[src/rtl/feature_frame_builder_if.sv]
// Stream-in / frame-out bundle for feature_frame_builder.
// The slave modport is the builder's view; master is the producer/consumer side.
// frame_silent exists only when FRAME_SILENCE_FLAG_EN is defined.
interface feature_frame_builder_if #(
  parameter int N_FEAT = 26,
  parameter int W      = 16
);
  logic signed [W-1:0] s_feat;
  logic                s_valid;
  logic                s_last;
  logic                s_ready;
  logic signed [W-1:0] features [N_FEAT];
  logic                frame_valid;
  logic                frame_ready;
  logic                frame_err;
  logic [7:0]          err_cnt;
`ifdef FRAME_SILENCE_FLAG_EN
  logic                frame_silent;
`endif

  modport slave (
    input  s_feat, s_valid, s_last, frame_ready,
    output s_ready, features, frame_valid, frame_err,
`ifdef FRAME_SILENCE_FLAG_EN
    output frame_silent,
`endif
    output err_cnt
  );

  modport master (
    output s_feat, s_valid, s_last, frame_ready,
    input  s_ready, features, frame_valid, frame_err,
`ifdef FRAME_SILENCE_FLAG_EN
    input  frame_silent,
`endif
    input  err_cnt
  );
endinterface

[src/rtl/feature_frame_builder.sv]
// Purpose: gathers a serial coefficient stream into double-buffered N_FEAT-wide frames; drops/counts malformed frames.
// Latency: last beat at edge E0 -> frame_valid and s_ready high in the cycle after E1 (one FULL cycle); N_FEAT+1 cycles/frame.
// Backpressure: s_ready drops while a complete frame waits for a held output slot; optional FRAME_SILENCE_FLAG_EN adds frame_silent.
module feature_frame_builder #(
  parameter int N_FEAT = 26,
  parameter int W      = 16
) (
  input  logic clk,
  input  logic rst_n,
  feature_frame_builder_if.slave bus
);
  localparam int IDX_W = (N_FEAT > 1) ? $clog2(N_FEAT) : 1;
  localparam logic [IDX_W-1:0] LAST_IDX = IDX_W'(N_FEAT - 1);

  typedef enum logic [1:0] {FILL, FULL, DISCARD} state_t;

  state_t              state, state_nxt;
  logic [IDX_W-1:0]    idx;
  logic signed [W-1:0] fill_buf [N_FEAT];
  logic                s_ready_q, s_ready_nxt;
  logic                frame_valid_q;
  logic                frame_err_q;
  logic [7:0]          err_cnt_q;

  logic beat_acc;
  logic at_last;
  logic slot_free;
  logic fill_wr;
  logic err_nxt;
  logic load;

  assign beat_acc  = bus.s_valid && s_ready_q;
  assign at_last   = (idx == LAST_IDX);
  assign slot_free = !frame_valid_q || bus.frame_ready;

  assign bus.s_ready     = s_ready_q;
  assign bus.frame_valid = frame_valid_q;
  assign bus.frame_err   = frame_err_q;
  assign bus.err_cnt     = err_cnt_q;

  // State register; s_ready is registered from the next state so it is low during reset.
  always_ff @(posedge clk or negedge rst_n) begin
    if (!rst_n) begin
      state     <= FILL;
      s_ready_q <= 1'b0;
    end else begin
      state     <= state_nxt;
      s_ready_q <= s_ready_nxt;
    end
  end

  // Next-state: complete frame -> FULL, overrun -> DISCARD, FULL leaves once the slot frees.
  always_comb begin
    state_nxt = state;
    case (state)
      FILL:    if (beat_acc && at_last) state_nxt = bus.s_last ? FULL : DISCARD;
      FULL:    if (slot_free) state_nxt = FILL;
      DISCARD: if (beat_acc && bus.s_last) state_nxt = FILL;
      default: state_nxt = FILL;
    endcase
  end

  // Decoded controls: a malformed frame is s_last disagreeing with the final slot position.
  always_comb begin
    s_ready_nxt = (state_nxt != FULL);
    fill_wr     = beat_acc && (state == FILL);
    err_nxt     = fill_wr && (bus.s_last != at_last);
    load        = (state == FULL) && slot_free;
  end

  // Fill side: write slot idx, wrap to 0 at a frame boundary or overrun.
  always_ff @(posedge clk or negedge rst_n) begin
    if (!rst_n) begin
      idx <= '0;
      for (int i = 0; i < N_FEAT; i++) fill_buf[i] <= '0;
    end else if (fill_wr) begin
      fill_buf[idx] <= bus.s_feat;
      idx           <= (bus.s_last || at_last) ? '0 : idx + 1'b1;
    end
  end

  // Output slot: load on transfer, otherwise drop valid when the consumer takes it.
  always_ff @(posedge clk or negedge rst_n) begin
    if (!rst_n) begin
      frame_valid_q <= 1'b0;
      for (int i = 0; i < N_FEAT; i++) bus.features[i] <= '0;
    end else if (load) begin
      frame_valid_q <= 1'b1;
      for (int i = 0; i < N_FEAT; i++) bus.features[i] <= fill_buf[i];
    end else if (bus.frame_ready) begin
      frame_valid_q <= 1'b0;
    end
  end

  // Error pulse and saturating drop counter.
  always_ff @(posedge clk or negedge rst_n) begin
    if (!rst_n) begin
      frame_err_q <= 1'b0;
      err_cnt_q   <= '0;
    end else begin
      frame_err_q <= err_nxt;
      if (err_nxt && (err_cnt_q != 8'hFF)) err_cnt_q <= err_cnt_q + 8'd1;
    end
  end

`ifdef FRAME_SILENCE_FLAG_EN
  logic any_nz;
  logic frame_silent_q;
  assign bus.frame_silent = frame_silent_q;

  // Running OR of the frame being filled; restarts on slot 0 so no extra clear is needed.
  always_ff @(posedge clk or negedge rst_n) begin
    if (!rst_n) begin
      any_nz <= 1'b0;
    end else if (fill_wr) begin
      any_nz <= (idx == '0) ? (|bus.s_feat) : (any_nz | (|bus.s_feat));
    end
  end

  // Silence flag travels with the frame it describes.
  always_ff @(posedge clk or negedge rst_n) begin
    if (!rst_n) begin
      frame_silent_q <= 1'b0;
    end else if (load) begin
      frame_silent_q <= !any_nz;
    end
  end
`endif

endmodule

[src/flat_wrapper.sv]
// flat-port wrapper written by rule: the top's interface ports become plain ports
module feature_frame_builder_flat 
#(
  parameter int N_FEAT = 26,
  parameter int W      = 16
)
  (clk, rst_n, bus_s_feat, bus_s_valid, bus_s_last, bus_frame_ready, bus_s_ready, bus_features, bus_frame_valid, bus_frame_err, bus_err_cnt);
  feature_frame_builder_if #(.N_FEAT(N_FEAT), .W(W)) bus_i ();
  input  logic clk;
  input  logic rst_n;
  input wire logic [$bits(bus_i.s_feat)-1:0] bus_s_feat;
  input wire logic [$bits(bus_i.s_valid)-1:0] bus_s_valid;
  input wire logic [$bits(bus_i.s_last)-1:0] bus_s_last;
  input wire logic [$bits(bus_i.frame_ready)-1:0] bus_frame_ready;
  output wire logic [$bits(bus_i.s_ready)-1:0] bus_s_ready;
  output wire logic [$bits(bus_i.features)-1:0] bus_features;
  output wire logic [$bits(bus_i.frame_valid)-1:0] bus_frame_valid;
  output wire logic [$bits(bus_i.frame_err)-1:0] bus_frame_err;
  output wire logic [$bits(bus_i.err_cnt)-1:0] bus_err_cnt;
  assign bus_i.s_feat = bus_s_feat;
  assign bus_i.s_valid = bus_s_valid;
  assign bus_i.s_last = bus_s_last;
  assign bus_i.frame_ready = bus_frame_ready;
  assign bus_s_ready = bus_i.s_ready;
  assign bus_features = {>>{bus_i.features}};
  assign bus_frame_valid = bus_i.frame_valid;
  assign bus_frame_err = bus_i.frame_err;
  assign bus_err_cnt = bus_i.err_cnt;
  feature_frame_builder #(.N_FEAT(N_FEAT), .W(W)) u_core (.clk(clk), .rst_n(rst_n), .bus(bus_i));
endmodule
[config.mk]
export PLATFORM = sky130hd
export DESIGN_NAME = feature_frame_builder_flat
export DESIGN_NICKNAME = d
export VERILOG_FILES = /design/src/rtl/feature_frame_builder_if.sv /design/src/rtl/feature_frame_builder.sv /design/src/flat_wrapper.sv
export SDC_FILE = /design/constraint.sdc
export NUM_CORES = 1
export LEC_CHECK = 0
export BUFFER_PORTS_ARGS = -buffer_cell sky130_fd_sc_hd__clkbuf_2
export CAP_MARGIN = 20
export CORE_MARGIN = 1
export CORE_UTILIZATION = 50
export CTS_BUF_LIST = sky130_fd_sc_hd__clkbuf_4
export CTS_CLUSTER_DIAMETER = 100
export DETAILED_ROUTE_END_ITERATION = 12
export HOLD_SLACK_MARGIN = 0.1
export PLACE_DENSITY = 0.71
export SYNTH_ARGS = -nofsm -noshare
export SYNTH_HDL_FRONTEND = slang
export SYNTH_SLANG_ARGS = --single-unit
export TNS_END_PERCENT = 50
[constraint.sdc]
create_clock -name clk -period 6.18 [get_ports clk]
set_input_delay 1.236 -clock clk [delete_from_list [all_inputs] [get_ports clk]]
set_output_delay 1.236 -clock clk [all_outputs]
set_load 0.02 [all_outputs]
==> impl_metrics.csv, run 1 <==
group,metric,value,unit
worst_setup_path,critPathBufInv,1,
logic_synthesis,synthCells,1895,
logic_synthesis,seq_area_frac_synth,66.2,%
sta,setup_slack,3.30,ns
routing,remaining_drc_errors,0,
sta,grt_setup_unrepaired,"false",
floorplanning,io_pins,448,
sta,post-route-min-period,2.88,ns
floorplanning,core-area,0.0633,sq mm
power,vdd_drop_max,0.171,mV
routing,avgRoutedWirePerCell,22.9,microns
final_layout,finish.net_count,2481,
global_routing,first_pass_grt_wire_length,122000,microns
cts,clk_latency,1.02,ns
worst_setup_path,worstPathMaxFanout,6,
power,internal_power,0.00840,W
power,fin_total_pwr,0.0111,W
global_routing,gr-total-overflow,0,
cts,tritoncts.num_buffers,210,
power,seqPwrFrac,54.4,%
worst_setup_path,slowest_delay,0.45,ns
final_layout,mostFrequentLayoutCell,"dfrtp_1",
min_path,worstHoldPathType,"in2async",
worst_setup_path,cp.required,4.94,ns
worst_setup_path,timing.critical_path.slowest_stage_cell,"dfrtp_1",
final_layout,layout-area-overhead-vs-synth,16.9,%
floorplanning,fp.dieH,256,microns
global_routing,antenna_found_initial,4,
place,place.detailed.hpwl,51000,microns
logic_synthesis,postSynth.topFlopCell,"dfrtp_1",
worst_setup_path,crit_type,"reg2out",
logic_synthesis,netlist-cell-type-count,38,
routing,initialDrtViolationCount,874,
routing,final_antenna_net_count,0,
final_layout,utilization,59.3,%
final_layout,fillerInstances,4932,
worst_setup_path,critical-path-top-delay-family,"flip-flops",
worst_setup_path,critPathLaunchType,"flip-flop",
sta,worst_clock_skew,0.0570,ns
logic_synthesis,yosysWarningCount,0,
sta,timing.fmax,347,MHz
sta,hold_viol,0,
sta,timing.final.setup_violations,0,
cts,cts.hold.buffers_added,0,
cts,clk_root_buffer_cell,"clkbuf_4",
place,numPortBuffers,447,
floorplanning,chipWidth,256,microns
cts,post-cts-setup-buffer-count,0,
logic_synthesis,number_of_enable_type_register_cells_in_the_synthesized_netlist,0,
cts,post_cts.resized_instances,0,
final_layout,commonest_cells_after_routing_fill_and_taps_aside,"dfrtp_1 (850), mux2_2 (815), clkbuf_2 (446), clkbuf_4 (298), clkinv_1 (50)",
place,detailedPlace.worstSlack,2.85,ns
cts,htree_num_levels,4,
outcome,run_status,"completed",
sta,worst-slew-pin-transition,1.13,ns
global_routing,gr-usage-all-layers,24.7,%
final_layout,layout_cells_sized_above_1,62.4,%
cts,worst_setup_hold_path_clk_slew,0.06,ns
logic_synthesis,syn_avg_cell_area,17.0,sq um
cts,tritoncts,"built",
logic_synthesis,synthesis.area,0.0321,sq mm
routing,route.vias.total,18400,
power,sw_frac_of_total,24.6,%
place,place_congestion,0.784,
sta,final.setup.tns,0,ns
floorplanning,area_of_the_die,0.0653,sq mm
power,power.clock.fraction,40.0,%
logic_synthesis,async_reset_ff_share,100,%
worst_setup_path,timing.critical_path.to_type,"output pin",
worst_setup_path,data_arrival_time_at_the_worst_slack_endpoint,1.64,ns
cts,clockBufferDepth,3,
power,static-leakage-power,20.5,nW
worst_setup_path,crit_chain,"clkbuf_2",
worst_setup_path,setup.reg_to_reg.worst_slack,3.59,ns
sta,min_period_over_period,46.6,%
floorplanning,fp-row-count,92,
power,power_density,296,mW/mm^2
power,p_sw,0.00273,W
job,cap_viol_max_count,0,
sta,relSlewSlack,24.3,%
routing,finalWirelength,79200,microns
floorplanning,floorplan.initialDensity,50.8,%
global_routing,first_global_vias,19900,
global_routing,grt_start_max_net_pins,148,
sta,maxSlewViolCount,0,
routing,detailedRoute.firstPassIterationCount,5,
logic_synthesis,postSynthNetCount,1922,
routing,via_per_inst,5.31,
logic_synthesis,ys_seq_elements,850,
cts,clkSinkCount,850,
power,share_comb_of_total_power,5.6,%
==> area by class of cell <==
class | instances | area (sq um) | share of cell area (%)
clock buffer | 298 | 2240 | 5.95
timing repair buffer | 461 | 2460 | 6.56
inverter | 5 | 18.8 | 0.0500
tap | 846 | 1060 | 2.82
sequential | 850 | 21300 | 56.6
clock inverter | 70 | 340 | 0.906
multi-input combinational | 926 | 10200 | 27.1
antenna | 3 | 7.51 | 0.0200
==> path summary, 6_finish.rpt <==
path / startpoint / endpoint / depth (start not counted)
setup / recovery: u_core.bus.err_cnt[4]$_DFFE_PN0P_ / bus_err_cnt[4] / 1
hold / removal: rst_n / u_core.fill_buf[47]$_DFFE_PN0P_ / 1
setup reg to reg: u_core.state[0]$_DFF_PN0_ / u_core.bus.features[338]$_DFFE_PN0P_ / 4
hold reg to reg: u_core.fill_buf[381]$_DFFE_PN0P_ / u_core.bus.features[381]$_DFFE_PN0P_ / 1
max in group asynchronous: rst_n / u_core.bus.features[313]$_DFFE_PN0P_ / 2
min in group clk: u_core.fill_buf[381]$_DFFE_PN0P_ / u_core.bus.features[381]$_DFFE_PN0P_ / 1
==> logic make-up after synthesis <==
family / count (synthesis) / synth area share, %
buffers and inverters: 119 / 2.23
multiplexers: 833 / 29.2
AO/OA/AOI/OAI: 15 / 0.327
XOR/XNOR: 6 / 0.163
AND/OR/NAND/NOR: 66 / 1.71
adder cells (fa/ha/maj): 6 / 0.234
flip-flops: 850 / 66.2
==> per-layer routing <==
metal	track usage, %	vias to the layer above	part of all wire (%)
met3	7.69	136	6.4
met5	0	-	0
met4	9.81	0	2.9
met2	39.1	501	49
met1	31.9	9764	42
li1	-	7954	-
==> synth_stat cells (3+ instances only) <==
cell / n / area [sq um]
a21oi_1: 3 / 15.0
and2_1: 4 / 25.0
buf_2: 47 / 235
buf_4: 10 / 75.1
buf_6: 23 / 259
clkbuf_1: 34 / 128
dfrtp_1: 850 / 21300
ha_1: 6 / 75.1
inv_1: 5 / 18.8
mux2_1: 18 / 203
mux2_2: 815 / 9180
nand2_1: 7 / 26.3
nand2_2: 6 / 37.5
nand2_4: 20 / 225
nand3_1: 7 / 35.0
nor2b_1: 4 / 25.0
nor3b_4: 3 / 56.3
o21ai_0: 4 / 20.0
xnor2_1: 4 / 35.0
==> registers in the layout, indices dropped and copies added (netlist names) <==
register and count:
u_core.idx 5, u_core.bus.s_ready 1, u_core.bus.frame_err 1, u_core.state 2, u_core.bus.err_cnt 8, u_core.fill_buf 416
u_core.bus.frame_valid 1, u_core.bus.features 416
==> power groups by stage <==
| stage | clock [W] | combinational (W) | sequential [W] |
|---|---|---|---|
| 6_report | 0.00445 | 0.000623 | 0.00605 |
| 4_1_cts | 0.00461 | 0.000637 | 0.00605 |
| 3_5_place_dp | 0 | 0.000635 | 0.00615 |
| 3_3_place_gp | 0 | 0.000607 | 0.00613 |
| 2_1_floorplan | 0 | 0.000373 | 0.00612 |
| 5_1_grt | 0.00490 | 0.000689 | 0.00609 |
==> stage by stage <==
stage               hold WS [ns]  cell area [sq um]  std cells
detailed placement         0.467              35000       3088
global route               0.257              37600       3458
global placement           0.439              35000       3088
CTS                        0.205              37600       3456
finish                     0.279              37600       3459
floorplan                  0.424              32100       1895
(Power assumes the default switching activity.)
==> run 2: changes to the inputs <==
--- a/config.mk
+++ b/config.mk
@@ -13,7 +13,7 @@
 export CTS_CLUSTER_DIAMETER = 100
 export DETAILED_ROUTE_END_ITERATION = 12
 export HOLD_SLACK_MARGIN = 0.1
-export PLACE_DENSITY = 0.71
+export PLACE_DENSITY = 0.74
 export SYNTH_ARGS = -nofsm -noshare
 export SYNTH_HDL_FRONTEND = slang
 export SYNTH_SLANG_ARGS = --single-unit
==> constraint.sdc (replaced) <==
create_clock -name clk -period 2.55 [get_ports clk]
set_input_delay 0.51 -clock clk [delete_from_list [all_inputs] [get_ports clk]]
set_output_delay 0.51 -clock clk [all_outputs]
set_load 0.02 [all_outputs]
==> run 2 against run 1 <==
  * Global-route usage increased by 0.59 points
  * Critical endpoint is now u_core.fill_buf[239]$_DFFE_PN0P_
  * Critical path depth increased by 3
  * Highest routed layer unchanged
  * First-iteration DRC count increased by 2.5%
  * Largest cell class unchanged
==> impl_metrics.csv, run 2 (synthesis gave the netlist of run 1 again) <==
group,metric,value,unit
place,placement.cell_area,0.0353,sq mm
cts,clk_root_buffer_cell,"clkbuf_4",
routing,route.vias.total,18600,
sta,timing.hold.ws,0.293,ns
sta,timing.final.setup_violations,0,
worst_setup_path,crit_chain,"and4bb_2, and2_1, nand2_2, mux2_2",
sta,grt_setup_unrepaired,"false",
cts,clockBufferDepth,3,
job,cap_viol_max_count,0,
final_layout,layout-area-overhead-vs-synth,18.5,%
global_routing,gr-total-overflow,0,
floorplanning,fp.dieH,256,microns
sta,hold_viol,0,
cts,clk_latency,1.02,ns
sta,min_period_over_period,94.8,%
sta,maxSlewViolCount,0,
worst_setup_path,timing.critical_path.to_type,"flip-flop",
routing,detailedRoute.firstPassIterationCount,5,
cts,clkSinkCount,850,
worst_setup_path,cp.required,3.40,ns
worst_setup_path,slowest_delay,0.57,ns
floorplanning,chipWidth,256,microns
final_layout,finish.net_count,2527,
routing,remaining_drc_errors,0,
worst_setup_path,reg2reg_from,"u_core.state[1]$_DFF_PN0_",
floorplanning,area_of_the_die,0.0653,sq mm
worst_setup_path,data_arrival_time_at_the_worst_slack_endpoint,3.27,ns
min_path,min_delay_worst_endpoint,"u_core.fill_buf[389]$_DFFE_PN0P_",
outcome,run_status,"completed",
global_routing,first_global_vias,20500,
global_routing,grt_start_max_net_pins,106,
cts,tritoncts.num_buffers,210,
cts,worst_setup_hold_path_clk_slew,0.07,ns
worst_setup_path,critPathBufInv,0,
cts,htree_num_levels,4,
min_path,min_path_cells,3,
floorplanning,core-area,0.0633,sq mm
place,detailedPlace.worstSlack,-0.0695,ns
routing,final_antenna_net_count,0,
worst_setup_path,timing.critical_path.slowest_stage_cell,"and2_1",
sta,post-route-min-period,2.42,ns
routing,via_per_inst,5.32,
sta,setup_slack,0.134,ns
power,vdd_drop_max,0.450,mV
sta,relSlewSlack,34.2,%
power,power_density,714,mW/mm^2
routing,avgRoutedWirePerCell,23.2,microns
global_routing,gr-usage-all-layers,25.3,%
place,numPortBuffers,447,
sta,worst_clock_skew,0.0491,ns
floorplanning,fp-row-count,92,
global_routing,antenna_found_initial,3,
min_path,holdCritStartpoint,"bus_s_feat[5]",
routing,initialDrtViolationCount,896,
final_layout,commonest_cells_after_routing_fill_and_taps_aside,"dfrtp_1 (850), mux2_2 (815), clkbuf_2 (446), clkbuf_4 (306), clkinv_1 (40)",
worst_setup_path,critPathLaunchType,"flip-flop",
floorplanning,io_pins,448,
worst_setup_path,critical-path-top-delay-family,"simple AND/OR/NAND/NOR gates",
floorplanning,floorplan.initialDensity,50.8,%
place,place.detailed.hpwl,52600,microns
routing,finalWirelength,81100,microns
cts,tritoncts,"built",
power,static-leakage-power,20.8,nW
worst_setup_path,setup.reg_to_reg.worst_slack,0.13,ns
place,place_congestion,0.815,
worst_setup_path,critical_path.reg2reg.endpoint,"u_core.fill_buf[239]$_DFFE_PN0P_",
min_path,worstHoldPathType,"in2reg",
worst_setup_path,crit_type,"reg2reg",
worst_setup_path,ff2ff_path_depth,4,
final_layout,stdcell_area,0.0381,sq mm
final_layout,layout_cells_sized_above_1,62.9,%
sta,timing.fmax,414,MHz
worst_setup_path,worstPathMaxFanout,16,
final_layout,mostFrequentLayoutCell,"dfrtp_1",
final_layout,utilization,60.2,%
global_routing,first_pass_grt_wire_length,125000,microns
sta,worst-slew-pin-transition,0.987,ns
==> run 2: changes by cell type in the layout (fill, tap and decap cells not counted), sizes merged <==
cell,delta
diode,-1
clkbuf,+8
buf,+33
clkinv,-13
bufinv,+1
dlygate4sd3,+13
clkinvlp,-2
==> run 2: through the flow <==
stage,setup TNS (ns),cells,power (W)
finish,0,3498,0.0272
detailed placement,-5.16,3120,0.0165
global route,0,3497,0.0285
global placement,-0.00150,3120,0.0164
floorplan,0,1895,0.0157
CTS,0,3496,0.0276
==> run 2: how the worst max path moves through the flow <==
stage | from | endpoint | slack, ns | cells past startpoint
finish | u_core.state[1]$_DFF_PN0_ | u_core.fill_buf[239]$_DFFE_PN0P_ | 0.13 | 4
global route | u_core.state[1]$_DFF_PN0_ | u_core.fill_buf[239]$_DFFE_PN0P_ | 0.02 | 4
CTS | u_core.state[1]$_DFF_PN0_ | u_core.fill_buf[320]$_DFFE_PN0P_ | 0.05 | 4
detailed placement | bus_s_valid | u_core.fill_buf[195]$_DFFE_PN0P_ | -0.07 | 5
global placement | bus_s_valid | u_core.fill_buf[234]$_DFFE_PN0P_ | -0.001 | 5
floorplan | u_core.idx[3]$_DFFE_PN0P_ | u_core.bus.err_cnt[5]$_DFFE_PN0P_ | 0.43 | 9
==> run 2: area by class of cell <==
class / count / area [sq um]
clock buffer: 306 / 2300
multi-input combinational: 926 / 10200
fill: 4833 / 25200
tap: 846 / 1060
clock inverter: 56 / 292
sequential: 850 / 21300
inverter: 5 / 18.8
antenna: 2 / 5.00
timing repair buffer: 507 / 2970
==> run 2: metal layers <==
layer	up-vias	track usage, %	part of all wire, %
met1	9916	32.1	42
met5	-	0	0
met4	0	9.45	2.6
met3	127	7.42	5.8
met2	536	41.2	50
li1	8025	-	-
==> run 2: power breakdown <==
group          internal [W]  total, W  switching [W]
combinational      0.000730   0.00159       0.000863
clock               0.00560    0.0109        0.00531
sequential           0.0143    0.0147       0.000440
==> run 2: worst min-delay path: cells and delay by family <==
| family | cells | cell delay [ns] |
|---|---|---|
| muxes | 1 | 0.35 |
| buffers and inverters | 2 | 0.38 |
==> run 2: what timing repair did <==
action                     in CTS  in global routing
setup buffers                   0                  0
hold buffers                   14                  0
setup endpoints to repair       0                 10
gates resized for setup         0                  2
hold endpoints to repair      865                  0
